[src/rtl/chan_err_pkg.sv]
// Shared types and helpers for the chan_err_inj channel model: mode/burst
// enums, LFSR polynomial and saturating arithmetic.
package chan_err_pkg;

    typedef enum logic [1:0] {
        MODE_PASS     = 2'b00,
        MODE_PERIODIC = 2'b01,
        MODE_RANDOM   = 2'b10,
        MODE_BURST    = 2'b11
    } mode_t;

    typedef enum logic [1:0] {
        ST_IDLE  = 2'b00,
        ST_BURST = 2'b01,
        ST_GAP   = 2'b10
    } burst_state_t;

    localparam logic [15:0] LFSR_TAPS = 16'hB400;

    function automatic logic [15:0] sat_add(input logic [15:0] a, input logic [15:0] b);
        logic [16:0] sum;
        sum = {1'b0, a} + {1'b0, b};
        return sum[16] ? 16'hFFFF : sum[15:0];
    endfunction

    function automatic logic [15:0] sat_inc(input logic [15:0] a);
        return (a == 16'hFFFF) ? a : a + 16'd1;
    endfunction

    // Right-shifting Galois form: feedback from bit 0 folds into the tap mask.
    function automatic logic [15:0] lfsr_next(input logic [15:0] s);
        return s[0] ? ((s >> 1) ^ LFSR_TAPS) : (s >> 1);
    endfunction

endpackage

[src/rtl/chan_err_inj_if.sv]
// Symbol stream between encoder, error injector and Viterbi decoder.
// master drives encoder symbols and observes the channel output; slave is the injector.
interface chan_err_inj_if #(
    parameter int SYM_W = 2
);
    logic             valid_i;
    logic [SYM_W-1:0] sym_i;
    logic             valid_o;
    logic [SYM_W-1:0] sym_o;
    logic             err_o;

    modport master (output valid_i, sym_i, input valid_o, sym_o, err_o);
    modport slave  (input valid_i, sym_i, output valid_o, sym_o, err_o);
endinterface

[src/rtl/chan_lfsr16.sv]
// 16-bit Galois LFSR with seed load on reset/clear and a step enable.
// A zero seed would lock the register, so it is replaced by 1.
module chan_lfsr16
    import chan_err_pkg::*;
#(
    parameter logic [15:0] SEED = 16'hACE1
) (
    input  logic        clk,
    input  logic        rst,
    input  logic        clear,
    input  logic        en,
    output logic [15:0] state
);
    localparam logic [15:0] LOAD = (SEED == 16'h0000) ? 16'h0001 : SEED;

    logic [15:0] state_reg;

    always_ff @(posedge clk or negedge rst) begin
        if (!rst) begin
            state_reg <= LOAD;
        end else if (clear) begin
            state_reg <= LOAD;
        end else if (en) begin
            state_reg <= lfsr_next(state_reg);
        end
    end

    assign state = state_reg;
endmodule

[src/rtl/chan_err_inj.sv]
// Bit-error channel model: registers each valid code symbol and XORs in an
// error mask (periodic / random / burst) inside a window. Optional trace: CHAN_ERR_TRACE_EN.
module chan_err_inj
    import chan_err_pkg::*;
#(
    parameter int          SYM_W       = 2,
    parameter int          PERIOD_LOG2 = 3,
    parameter int          WINDOW      = 256,
    parameter logic [15:0] LFSR_SEED   = 16'hACE1
) (
    input  logic               clk,
    input  logic               rst,
    input  logic               clear_i,
    input  logic [1:0]         mode_i,
    input  logic [SYM_W-1:0]   pattern_i,
    input  logic [7:0]         thresh_i,
    input  logic [7:0]         burst_len_i,
    input  logic [7:0]         gap_len_i,
    chan_err_inj_if.slave      bus,
    output logic [15:0]        err_sym_ct_o,
    output logic [15:0]        err_bit_ct_o
);
    localparam logic [16:0] WIN = 17'(WINDOW);

    mode_t            mode;
    logic             adv;
    logic             in_window;
    logic             inject;
    logic             burst_inj;
    logic [SYM_W-1:0] mask;
    logic [15:0]      lfsr_q;
    logic [15:0]      pop_acc [0:SYM_W];

    logic             valid_o_reg;
    logic [SYM_W-1:0] sym_o_reg;
    logic             err_o_reg;
    logic [15:0]      sym_ct_reg;
    logic [15:0]      err_sym_ct_reg;
    logic [15:0]      err_bit_ct_reg;

    burst_state_t     state_reg, state_next;
    logic [7:0]       run_reg, run_next;
    logic [7:0]       burst_len_eff, gap_len_eff;

    assign mode      = mode_t'(mode_i);
    assign adv       = bus.valid_i && !clear_i;
    assign in_window = (WINDOW == 0) || ({1'b0, sym_ct_reg} < WIN);

    chan_lfsr16 #(.SEED(LFSR_SEED)) u_lfsr (
        .clk   (clk),
        .rst   (rst),
        .clear (clear_i),
        .en    (adv && (mode == MODE_RANDOM)),
        .state (lfsr_q)
    );

    // Bit-error weight of the mask, accumulated one pattern bit per stage.
    assign pop_acc[0] = 16'd0;
    generate
        for (genvar gi = 0; gi < SYM_W; gi++) begin : g_pop
            assign pop_acc[gi+1] = pop_acc[gi] + 16'(pattern_i[gi]);
        end
    endgenerate

    always_comb begin
        inject = 1'b0;
        if (in_window) begin
            case (mode)
                MODE_PERIODIC: inject = (sym_ct_reg[PERIOD_LOG2-1:0] == '0);
                MODE_RANDOM:   inject = (lfsr_q[7:0] < thresh_i);
                MODE_BURST:    inject = burst_inj;
                default:       inject = 1'b0;
            endcase
        end
    end

    assign mask = inject ? pattern_i : '0;

    // Burst FSM: run_reg holds the symbols left in the current run, this one included.
    assign burst_len_eff = (burst_len_i == 8'd0) ? 8'd1 : burst_len_i;
    assign gap_len_eff   = (gap_len_i == 8'd0) ? 8'd1 : gap_len_i;

    always_ff @(posedge clk or negedge rst) begin
        if (!rst) begin
            state_reg <= ST_IDLE;
            run_reg   <= 8'd0;
        end else if (clear_i) begin
            state_reg <= ST_IDLE;
            run_reg   <= 8'd0;
        end else begin
            state_reg <= state_next;
            run_reg   <= run_next;
        end
    end

    always_comb begin
        state_next = state_reg;
        run_next   = run_reg;
        if (mode != MODE_BURST || !in_window) begin
            state_next = ST_IDLE;
            run_next   = 8'd0;
        end else if (bus.valid_i) begin
            case (state_reg)
                ST_IDLE: begin
                    if (burst_len_eff == 8'd1) begin
                        state_next = ST_GAP;
                        run_next   = gap_len_eff;
                    end else begin
                        state_next = ST_BURST;
                        run_next   = burst_len_eff - 8'd1;
                    end
                end
                ST_BURST: begin
                    if (run_reg <= 8'd1) begin
                        state_next = ST_GAP;
                        run_next   = gap_len_eff;
                    end else begin
                        run_next = run_reg - 8'd1;
                    end
                end
                ST_GAP: begin
                    if (run_reg <= 8'd1) begin
                        state_next = ST_BURST;
                        run_next   = burst_len_eff;
                    end else begin
                        run_next = run_reg - 8'd1;
                    end
                end
                default: begin
                    state_next = ST_IDLE;
                    run_next   = 8'd0;
                end
            endcase
        end
    end

    always_comb begin
        burst_inj = (state_reg == ST_IDLE) || (state_reg == ST_BURST);
    end

    always_ff @(posedge clk or negedge rst) begin
        if (!rst) begin
            valid_o_reg    <= 1'b0;
            sym_o_reg      <= '0;
            err_o_reg      <= 1'b0;
            sym_ct_reg     <= 16'd0;
            err_sym_ct_reg <= 16'd0;
            err_bit_ct_reg <= 16'd0;
        end else begin
            valid_o_reg <= bus.valid_i;
            err_o_reg   <= 1'b0;
            if (clear_i) begin
                sym_ct_reg     <= 16'd0;
                err_sym_ct_reg <= 16'd0;
                err_bit_ct_reg <= 16'd0;
                if (bus.valid_i) begin
                    sym_o_reg <= bus.sym_i;
                end
            end else if (bus.valid_i) begin
                sym_o_reg  <= bus.sym_i ^ mask;
                err_o_reg  <= inject;
                sym_ct_reg <= sat_inc(sym_ct_reg);
                if (inject) begin
                    err_sym_ct_reg <= sat_inc(err_sym_ct_reg);
                    err_bit_ct_reg <= sat_add(err_bit_ct_reg, pop_acc[SYM_W]);
                end
            end
        end
    end

`ifdef CHAN_ERR_TRACE_EN
    always_ff @(posedge clk) begin
        if (rst && adv && inject) begin
            $display("chan_err_inj: sym_ct=%0d mode=%0d sym_i=%b sym_o=%b err_sym_ct=%0d err_bit_ct=%0d",
                     sym_ct_reg, mode_i, bus.sym_i, bus.sym_i ^ mask,
                     sat_inc(err_sym_ct_reg), sat_add(err_bit_ct_reg, pop_acc[SYM_W]));
        end
        if (rst && adv && (mask != '0) && !in_window) begin
            $error("chan_err_inj: bit flip outside error window at sym_ct=%0d", sym_ct_reg);
        end
    end
`endif

    assign bus.valid_o   = valid_o_reg;
    assign bus.sym_o     = sym_o_reg;
    assign bus.err_o     = err_o_reg;
    assign err_sym_ct_o  = err_sym_ct_reg;
    assign err_bit_ct_o  = err_bit_ct_reg;
endmodule

[src/flat_wrapper.sv]
// flat-port wrapper written by rule: the top's interface ports become plain ports
module chan_err_inj_flat import chan_err_pkg::*;
#(
    parameter int          SYM_W       = 2,
    parameter int          PERIOD_LOG2 = 3,
    parameter int          WINDOW      = 256,
    parameter logic [15:0] LFSR_SEED   = 16'hACE1
)
  (clk, rst, clear_i, mode_i, pattern_i, thresh_i, burst_len_i, gap_len_i, err_sym_ct_o, err_bit_ct_o, bus_valid_i, bus_sym_i, bus_valid_o, bus_sym_o, bus_err_o);
  chan_err_inj_if #(.SYM_W(SYM_W)) bus_i ();
  input  logic clk;
  input  logic rst;
  input  logic clear_i;
  input  logic [1:0] mode_i;
  input  logic [SYM_W-1:0] pattern_i;
  input  logic [7:0] thresh_i;
  input  logic [7:0] burst_len_i;
  input  logic [7:0] gap_len_i;
  output logic [15:0] err_sym_ct_o;
  output logic [15:0] err_bit_ct_o;
  input wire logic [$bits(bus_i.valid_i)-1:0] bus_valid_i;
  input wire logic [$bits(bus_i.sym_i)-1:0] bus_sym_i;
  output wire logic [$bits(bus_i.valid_o)-1:0] bus_valid_o;
  output wire logic [$bits(bus_i.sym_o)-1:0] bus_sym_o;
  output wire logic [$bits(bus_i.err_o)-1:0] bus_err_o;
  assign bus_i.valid_i = bus_valid_i;
  assign bus_i.sym_i = bus_sym_i;
  assign bus_valid_o = bus_i.valid_o;
  assign bus_sym_o = bus_i.sym_o;
  assign bus_err_o = bus_i.err_o;
  chan_err_inj #(.SYM_W(SYM_W), .PERIOD_LOG2(PERIOD_LOG2), .WINDOW(WINDOW), .LFSR_SEED(LFSR_SEED)) u_core (.clk(clk), .rst(rst), .clear_i(clear_i), .mode_i(mode_i), .pattern_i(pattern_i), .thresh_i(thresh_i), .burst_len_i(burst_len_i), .gap_len_i(gap_len_i), .bus(bus_i), .err_sym_ct_o(err_sym_ct_o), .err_bit_ct_o(err_bit_ct_o));
endmodule
[config.mk]
export PLATFORM = sky130hd
export DESIGN_NAME = chan_err_inj_flat
export DESIGN_NICKNAME = d
export VERILOG_FILES = /design/src/rtl/chan_err_pkg.sv /design/src/rtl/chan_err_inj_if.sv /design/src/rtl/chan_lfsr16.sv /design/src/rtl/chan_err_inj.sv /design/src/flat_wrapper.sv
export SDC_FILE = /design/constraint.sdc
export NUM_CORES = 1
export LEC_CHECK = 0
export CORE_ASPECT_RATIO = 1.75
export CORE_MARGIN = 1
export CORE_UTILIZATION = 27
export CTS_BUF_LIST = sky130_fd_sc_hd__clkbuf_8 sky130_fd_sc_hd__clkbuf_16
export DETAILED_ROUTE_END_ITERATION = 10
export REMOVE_ABC_BUFFERS = 1
export SYNTH_ARGS = -nofsm -noshare
export SYNTH_HDL_FRONTEND = slang
export SYNTH_SLANG_ARGS = --single-unit
[constraint.sdc]
create_clock -name clk -period 6.7 [get_ports clk]
set_clock_uncertainty 0.2 [all_clocks]
set_input_delay 0.67 -clock clk [delete_from_list [all_inputs] [get_ports clk]]
set_output_delay 0.67 -clock clk [all_outputs]
set_load 0.02 [all_outputs]
==> flow_metrics.py, run 1 <==
metrics = {
    "status": {
        "status": "finished, final reports clean",
    },
    "synth": {
        "async_flop_share_pct": 100,
        "avgSynthCellArea_um2": 8.63,
        "ys_warn_count": 0,
        "synth-seq-area-share_pct": 41.6,
        "synthDistinctLibCells": 54,
        "syn-cell-area_um2": 4710,
        "synth_edf_count": 0,
        "synth-seq-cells": 78,
        "synth_ff_type": "dfrtp_1",
        "synth_cells": 546,
    },
    "grt": {
        "grt_pass1_wl_um": 20700,
        "grt_max_degree": 79,
        "grt_pass1_vias": 4218,
        "grt_overflow": 0,
        "antenna_found_initial": 0,
        "grt_usage_pct": 14.9,
    },
    "routing": {
        "first_pass_iters": 4,
        "ant_nets": 0,
        "drc_errors": 0,
        "drtIter0Drc": 216,
        "wl_um": 12800,
        "dr_total_vias": 4222,
        "wl_per_cell_um": 15.3,
        "vias_per_cell": 5.05,
    },
    "power_and_ir_drop": {
        "p_per_area_nw_per_um2": 194,
        "vdd_drop_max_mv": 0.120,
        "leakagePower_nw": 2.38,
    },
    "setup_path": {
        "start_kind": "primary input",
        "worstPathArrival_ps": 3840,
        "cp.required_ps": 6730,
        "critical_path.max_stage_delay_ps": 490,
        "slowest_stage": "nor4b_4",
        "path_class": "in2reg",
        "critical_path.max_fanout": 10,
        "critPathCaptureType": "flop",
        "worstPathCellList": "clkdlybuf4s50_1 > ha_1 > ha_1 > inv_1 > fa_1 > nor4b_4 > nand3_2 > and4_1 > and4_1 > a211oi_1",
    },
    "placement": {
        "gp_congestion": 0.804,
        "dp_hpwl_um": 9160,
        "place_area_um2": 5610,
        "dp_cells": 820,
        "place_ws_ps": 2450,
        "io_buffers": 69,
    },
    "finish": {
        "drive_gt1_share_pct": 7.06,
        "fin_util_pct": 34.8,
        "stdcell_count": 836,
        "final_nets": 656,
        "final_common_cell": "dfrtp_1",
        "antenna_cells": 0,
        "syn2layout_area_growth_pct": 25.8,
        "final_cell_mix": "dfrtp_1 (70), nand2_1 (68), clkdlybuf4s50_1 (67), nor2_1 (54), o21ai_0 (39)",
        "fin_area_um2": 5930,
    },
    "sta": {
        "maxSlewViolCount": 0,
        "hold_viol": 0,
        "timing.slew.headroom_pct": 31.7,
        "worstMarginPinSlew_ps": 1020,
        "max_freq_ghz": 0.263,
        "fin_ws_ps": 2890,
        "finalSetupViolCount": 0,
        "timing.setup.tns_ps": 0,
        "rsz0062_at_grt": "no",
        "period_share_pct": 56.8,
        "finalCriticalPeriod_ps": 3810,
    },
    "clock_network": {
        "numCtsBuffers": 9,
        "cts.path.max_buffers": 2,
        "cts_setup_buffers": 0,
        "cts_resized": 0,
        "cts_sinks": 78,
        "clk_latency_ps": 340,
        "clkTransAtPathRegs_ps": 60,
        "cts_tree": "built",
        "cts_root_buffer": "clkbuf_16",
        "h-tree-depth": 3,
        "hold_buffers": 0,
    },
    "floorplanning": {
        "row_count": 63,
        "start_util_pct": 27.7,
        "io_pins": 70,
        "dieArea_um2": 18000,
        "die_w_um": 102,
        "core_area_um2": 17000,
        "fp.dieH_um": 177,
    },
    "min_path": {
        "hold_class": "in2async",
    },
    "run": {
        "max-cap-violations": 0,
    },
}
## path summary, 6_finish.rpt
path | slack (ps) | cells past startpoint | endpoint | start
min reg2reg | 290 | 2 | u_core.u_lfsr.state[8] | u_core.u_lfsr.state[9]
max | 2890 | 10 | u_core.err_bit_ct_o[15] | pattern_i[0]
min in group clk | 290 | 2 | u_core.u_lfsr.state[8] | u_core.u_lfsr.state[9]
max in group asynchronous | 5330 | 1 | u_core.state_reg[0] | rst
max reg2reg | 3290 | 6 | u_core.err_sym_ct_o[12] | u_core.sym_ct_reg[10]
min | 270 | 1 | u_core.u_lfsr.state[2] | rst
## kinds of logic after synthesis
kind of cell	Yosys count	share of synthesized area [%]
AOI/OAI and AO/OA	122	16.0
xor gates and xnor gates	26	4.83
adders and majority gates	18	4.94
buffers and inverters	49	4.14
DFF	78	41.6
muxes	8	1.81
and+or+nand+nor	245	26.7
## cells in the mapped netlist, types with 3 or more instances
cell type / n / share of area [%]
and3_1: 13 / 1.7
and4_1: 9 / 1.7
dfstp_2: 8 / 4.5
nor2b_1: 4 / 0.53
a211oi_1: 12 / 1.9
nor4_1: 7 / 0.93
o22ai_1: 3 / 0.40
dfrtp_1: 70 / 37
mux2i_1: 4 / 0.85
nor2_1: 54 / 4.3
xor2_1: 11 / 2.0
inv_1: 23 / 1.8
or2_2: 4 / 0.53
a21oi_1: 29 / 3.1
a41oi_1: 4 / 0.74
o21ai_1: 6 / 0.64
a31oi_1: 5 / 0.66
mux2_2: 4 / 0.96
clkbuf_1: 22 / 1.8
nand2b_1: 6 / 0.80
nand2_1: 68 / 5.4
xnor2_1: 15 / 2.8
nor3_1: 17 / 1.8
a221oi_1: 7 / 1.3
nand4_1: 17 / 2.3
nand3_1: 17 / 1.8
and2_1: 3 / 0.40
or3_1: 13 / 1.7
a311oi_1: 5 / 0.93
o21ai_0: 39 / 4.1
ha_1: 17 / 4.5
## power breakdown
group          switching, mW  leakage (nW)  internal (mW)
Combinational         0.0808          1.17         0.0563
Sequential            0.0108          1.05          0.483
Clock                  0.189         0.159          0.328
Total                  0.281          2.38          0.867
## worst max-delay path, delay by kind of cell
kind / cells / cell delay [ps]
compound gates: 1 / 300
fa+ha+maj: 3 / 930
buf+inv: 2 / 510
simple gates: 4 / 1410
## stage by stage
step / total power [mW] / hold WS [ps]
floorplan: 0.566 / 174
detailed placement: 0.641 / 284
CTS: 1.16 / 297
global route: 1.19 / 337
finish: 1.15 / 267
global placement: 0.640 / 276
## area by class of cell
class,count,area [um^2]
Sequential cell,78,1960
Multi-Input combinational cell,419,2560
Timing Repair Buffer,73,713
Clock buffer,13,280
Clock inverter,3,41.3
Fill cell,1816,11100
Tap cell,227,284
Inverter,23,86.3
## metal layers
| layer | GRT usage (%) | vias to the layer above | wire length (um) |
|---|---|---|---|
| met2 | 27.6 | 94 | 6790 |
| met4 | 6.85 | 0 | 376 |
| met3 | 2.37 | 26 | 394 |
| li1 | - | 2079 | - |
| met1 | 16.2 | 2023 | 5250 |
| met5 | 0 | - | 0 |
(Power assumes the default switching activity.)
==> run 2: changes to the inputs <==
clock period = 3.9 ns   (was 6.7 ns; I/O delays follow)
==> run 2 against run 1 <==
Compared with the run above: the flow now finishes with violations (negative hold slack); worst hold slack lost 270 ps; die area unchanged; combinational power is 77% higher; global-route usage rose by 0.48 points; clock power grew 93%; critical path type unchanged; critical endpoint is now u_core.run_reg[3]; sequential share of layout area shrank 0.42 points.
==> flow_metrics.py, run 2 (synthesized netlist as in run 1, its figures left out) <==
metrics = {
    "status": {
        "violations": "negative hold slack",
        "status": "finished with violations",
    },
    "power_and_ir_drop": {
        "p_per_area_nw_per_um2": 349,
        "p_sw_mw": 0.489,
        "power_frac_seq_pct": 40.5,
        "vdd_drop_max_mv": 0.158,
        "leakagePower_nw": 2.43,
        "p_int_mw": 1.61,
        "swShare_pct": 23.3,
        "comb_power_share_pct": 11.6,
        "clock_power_share_pct": 47.9,
    },
    "sta": {
        "finalSetupViolCount": 0,
        "maxSlewViolCount": 0,
        "period_share_pct": 83.9,
        "timing.setup.tns_ps": 0,
        "rsz0062_at_grt": "no",
        "max_freq_ghz": 0.306,
        "timing.slew.headroom_pct": 38.0,
        "fin_hold_ws_ps": -8.18,
        "hold_viol": 7,
        "worstMarginPinSlew_ps": 929,
        "finalCriticalPeriod_ps": 3270,
    },
    "grt": {
        "grt_usage_pct": 15.4,
        "met2_usage_pct": 28.0,
        "grt_pass1_wl_um": 21400,
        "grt.busiest_layer": "met2",
        "gr-usage-met3_pct": 2.17,
        "grt_pass1_vias": 4206,
        "grt_max_degree": 70,
        "antenna_found_initial": 0,
        "grt_overflow": 0,
        "use_met1_pct": 17.7,
    },
    "placement": {
        "place_area_um2": 5640,
        "gp_congestion": 0.832,
        "dp_cells": 825,
        "io_buffers": 69,
        "dp_hpwl_um": 9530,
    },
    "setup_path": {
        "cp.required_ps": 3950,
        "r2r_slack_ps": 900,
        "worstPathArrival_ps": 3330,
        "path_class": "in2reg",
        "worstPathCellList": "clkdlybuf4s50_1 > or3_1 > nor4_1 > a21oi_1 > inv_1 > ha_1 > nor4b_1 > nand2_1 > mux2_2 > nor2_4 > a221oi_1 > o21ai_1",
        "reg2reg_from": "u_core.sym_ct_reg[15]",
        "critPathCaptureType": "flop",
        "r2r_end": "u_core.err_sym_ct_o[12]",
        "critical_path.max_fanout": 9,
        "slowest_stage": "clkdlybuf4s50_1",
        "start_kind": "primary input",
        "reg2reg_depth": 7,
        "critical_path.max_stage_delay_ps": 500,
    },
    "clock_network": {
        "clk_latency_ps": 330,
        "hold_buffers": 0,
        "cts_setup_buffers": 0,
        "cts_tree": "built",
        "cts_sinks": 78,
        "cts_root_buffer": "clkbuf_16",
        "h-tree-depth": 3,
        "numCtsBuffers": 9,
        "cts.path.max_buffers": 2,
        "clkTransAtPathRegs_ps": 60,
        "cts_resized": 0,
    },
    "floorplanning": {
        "row_count": 63,
        "dieArea_um2": 18000,
        "io_pins": 70,
        "fp.dieH_um": 177,
        "core_area_um2": 17000,
        "start_util_pct": 27.7,
        "die_w_um": 102,
    },
    "routing": {
        "wl_um": 13300,
        "drtIter0Drc": 218,
        "ant_nets": 0,
        "dr_total_vias": 4256,
        "first_pass_iters": 4,
        "drc_errors": 0,
        "vias_per_cell": 5.06,
        "wl_per_cell_um": 15.8,
    },
    "min_path": {
        "hold_class": "in2async",
    },
    "finish": {
        "antenna_cells": 0,
        "fin_util_pct": 35.3,
        "n_fill_cell": 1815,
        "drive_gt1_share_pct": 7.82,
        "final_cell_mix": "dfrtp_1 (70), nand2_1 (68), clkdlybuf4s50_1 (67), nor2_1 (54), o21ai_0 (39)",
        "stdcell_count": 841,
        "syn2layout_area_growth_pct": 27.4,
        "final_nets": 661,
        "fin_area_um2": 6000,
        "final_common_cell": "dfrtp_1",
    },
    "run": {
        "max-cap-violations": 0,
    },
}
[run 2: worst max-delay path by stage]
| stage | cells past startpoint | endpoint | start |
|---|---|---|---|
| 5_1_grt | 12 | u_core.run_reg[3] | burst_len_i[2] |
| 4_1_cts | 12 | u_core.run_reg[1] | burst_len_i[4] |
| 2_1_floorplan | 9 | u_core.err_bit_ct_o[13] | pattern_i[0] |
| 3_5_place_dp | 12 | u_core.run_reg[1] | burst_len_i[4] |
| 6_report | 12 | u_core.run_reg[3] | burst_len_i[2] |
| 3_3_place_gp | 12 | u_core.run_reg[6] | burst_len_i[4] |
[run 2: per-stage QoR]
step                      worst slack, ps  total power [mW]
after floorplan                      1000             0.972
after global placement                379              1.10
after detailed placement              301              1.11
after CTS                             637              2.12
after global routing                  268              2.19
final                                 628              2.09
[run 2: critical path: cells and delay by family]
family / cells / cell delay [ps]
multiplexers: 1 / 320
adder cells (fa/ha/maj): 1 / 130
AO/OA/AOI/OAI: 3 / 500
buffers and inverters: 2 / 590
AND/OR/NAND/NOR: 5 / 1400
[run 2: layout make-up]
type	instances	area [um^2]	area share, %
Multi-Input combinational cell	419	2560	42.7
Sequential cell	78	1960	32.7
Timing Repair Buffer	78	751	12.5
Tap cell	227	284	4.73
Clock buffer	12	267	4.44
Clock inverter	4	93.8	1.56
Inverter	23	86.3	1.44
[run 2: layer usage]
| metal | wire, um | up-vias | part of all wire (%) |
|---|---|---|---|
| met5 | 0 | - | 0 |
| met4 | 294 | 0 | 2.2 |
| met2 | 7190 | 94 | 54 |
| met3 | 445 | 20 | 3.4 |
| li1 | - | 2091 | - |
| met1 | 5330 | 2051 | 40 |
[run 2: power by group through the flow]
stage          Clock [mW]  Combinational (mW)  Sequential (mW)
6_report             1.00               0.242            0.848
5_1_grt              1.07               0.268            0.851
4_1_cts              1.02               0.245            0.848
3_5_place_dp            0               0.243            0.863
3_3_place_gp            0               0.242            0.862
2_1_floorplan           0               0.104            0.868
==> run 3: changes to the inputs <==
clock period = 3.1 ns   (was 3.9 ns; I/O delays follow)
==> run 3 against run 2 <==
Compared with the run above: the flow now finishes without violations; core utilization is 0.98 points higher; clock power is 12% higher; worst hold slack better by 180 ps; sequential share of layout area is 0.88 points lower; clock-buffer cell count is 3 lower; largest cell class unchanged; design area is 2.8% higher.
==> flow_metrics.py, run 3 (synthesized netlist as in run 1, its figures left out) <==
metrics = {
    "finish": {
        "drive_gt1_share_pct": 11.1,
        "final_nets": 684,
        "antenna_cells": 0,
        "final_common_cell": "dfrtp_1",
        "syn2layout_area_growth_pct": 30.9,
        "fin_area_um2": 6170,
        "stdcell_count": 864,
        "n_fill_cell": 1832,
        "final_cell_mix": "dfrtp_1 (70), nand2_1 (68), clkdlybuf4s50_1 (67), nor2_1 (54), o21ai_0 (39)",
    },
    "setup_path": {
        "cp.required_ps": 3160,
        "worstPathArrival_ps": 2900,
        "critPathCaptureType": "flop",
        "critical_path.max_fanout": 9,
        "path_class": "in2reg",
        "start_kind": "primary input",
    },
    "grt": {
        "met2_usage_pct": 30.0,
        "grt_pass1_wl_um": 22300,
        "grt_overflow": 0,
        "gr-usage-met3_pct": 2.41,
        "grt_max_degree": 79,
        "use_met1_pct": 17.1,
        "antenna_found_initial": 0,
        "grt_pass1_vias": 4547,
        "grt.busiest_layer": "met2",
        "grt_usage_pct": 16.0,
    },
    "status": {
        "status": "finished, final reports clean",
    },
    "power_and_ir_drop": {
        "comb_power_share_pct": 13.2,
        "p_per_area_nw_per_um2": 407,
        "swShare_pct": 24.8,
        "clock_power_share_pct": 44.4,
        "power_frac_seq_pct": 42.4,
        "power_mw": 2.51,
        "vdd_drop_max_mv": 0.206,
        "p_sw_mw": 0.625,
        "leakagePower_nw": 2.53,
        "p_int_mw": 1.89,
    },
    "sta": {
        "finalCriticalPeriod_ps": 2840,
        "finalSetupViolCount": 0,
        "hold_viol": 0,
        "timing.setup.tns_ps": 0,
        "worstMarginPinSlew_ps": 1040,
        "rsz0062_at_grt": "no",
        "max_freq_ghz": 0.352,
        "maxSlewViolCount": 0,
        "fin_hold_ws_ps": 173,
        "timing.slew.headroom_pct": 30.5,
        "period_share_pct": 91.6,
    },
    "routing": {
        "first_pass_iters": 4,
        "drtIter0Drc": 247,
        "wl_per_cell_um": 15.5,
        "dr_total_vias": 4430,
        "wl_um": 13400,
        "vias_per_cell": 5.13,
        "drc_errors": 0,
        "ant_nets": 0,
    },
    "run": {
        "max-cap-violations": 0,
    },
    "placement": {
        "gp_congestion": 0.842,
        "dp_cells": 847,
        "place_area_um2": 5830,
        "dp_hpwl_um": 9740,
        "io_buffers": 69,
    },
    "min_path": {
        "hold_class": "in2reg",
    },
    "clock_network": {
        "h-tree-depth": 3,
        "cts_tree": "built",
        "numCtsBuffers": 9,
        "cts_root_buffer": "clkbuf_16",
        "cts.path.max_buffers": 2,
        "cts_sinks": 78,
        "cts_setup_buffers": 0,
        "clkTransAtPathRegs_ps": 60,
        "clk_latency_ps": 340,
    },
    "floorplanning": {
        "io_pins": 70,
        "dieArea_um2": 18000,
        "row_count": 63,
        "core_area_um2": 17000,
        "start_util_pct": 27.7,
        "fp.dieH_um": 177,
        "die_w_um": 102,
    },
}
==> run 3: cell types whose count changed in the layout (fill, tap and decap cells not counted), sizes merged <==
cell / delta
dlygate4sd3: +1
inv: +2
buf: +22
bufinv: -1
clkinv: +2
clkbuf: -3
==> run 3: timing repair <==
action | in CTS | in global routing
hold buffers | 1 | 0
endpoints found under the setup margin | 0 | 9
hold endpoints to repair | 10 | 0
gates resized for setup | 0 | 3
==> run 3: metrics by stage <==
step	utilization [%]	setup WS, ps
final	36.2	260
after global routing	36.2	24.4
after CTS	36.1	171
after detailed placement	34.3	-145
after global placement	34.3	-141
after floorplan	-	282
==> run 3: worst paths after layout <==
check / from / to / slack (ps) / cells after the start
worst max-delay path: burst_len_i[3] / u_core.run_reg[7] / 260 / 12
worst max register to register: u_core.sym_ct_reg[15] / u_core.err_sym_ct_o[12] / 270 / 7
max in group asynchronous: rst / u_core.err_sym_ct_o[6] / 1530 / 2
worst min register to register: u_core.u_lfsr.state[9] / u_core.u_lfsr.state[8] / 290 / 2
worst min-delay path: clear_i / u_core.sym_ct_reg[0] / 170 / 2
min in group asynchronous: rst / u_core.u_lfsr.state[2] / 490 / 2
==> run 3: cell type report <==
type	count	area, um^2	area share (%)
multi-input combinational	419	2580	41.8
inverter	23	86.3	1.40
sequential	78	1960	31.8
clock inverter	7	85.1	1.38
timing repair buffer	101	951	15.4
tap	227	284	4.60
clock buffer	9	225	3.65
==> run 3: routing by layer <==
layer | vias to the layer above | share of wire [%]
li1 | 2139 | -
met1 | 2162 | 39
met2 | 107 | 56
met3 | 22 | 3.3
met4 | 0 | 2.5
met5 | - | 0
==> run 3: power by group through the flow <==
stage | clock network (mW) | registers (mW) | logic, mW
global placement | 0 | 1.09 | 0.331
global route | 1.19 | 1.07 | 0.368
detailed placement | 0 | 1.09 | 0.333
CTS | 1.15 | 1.07 | 0.335
floorplan | 0 | 1.09 | 0.131
finish | 1.12 | 1.07 | 0.331
==> run 3: worst max-delay path: stages <==
cell and delay, ps:
clkdlybuf4s50_1 440, or3_1 390, nor4_2 200, a21oi_1 130, inv_1 70, ha_1 120
nor4b_2 280, nand2_1 110, mux2_2 310, nor2_4 230, a221oi_1 130, o21ai_0 170
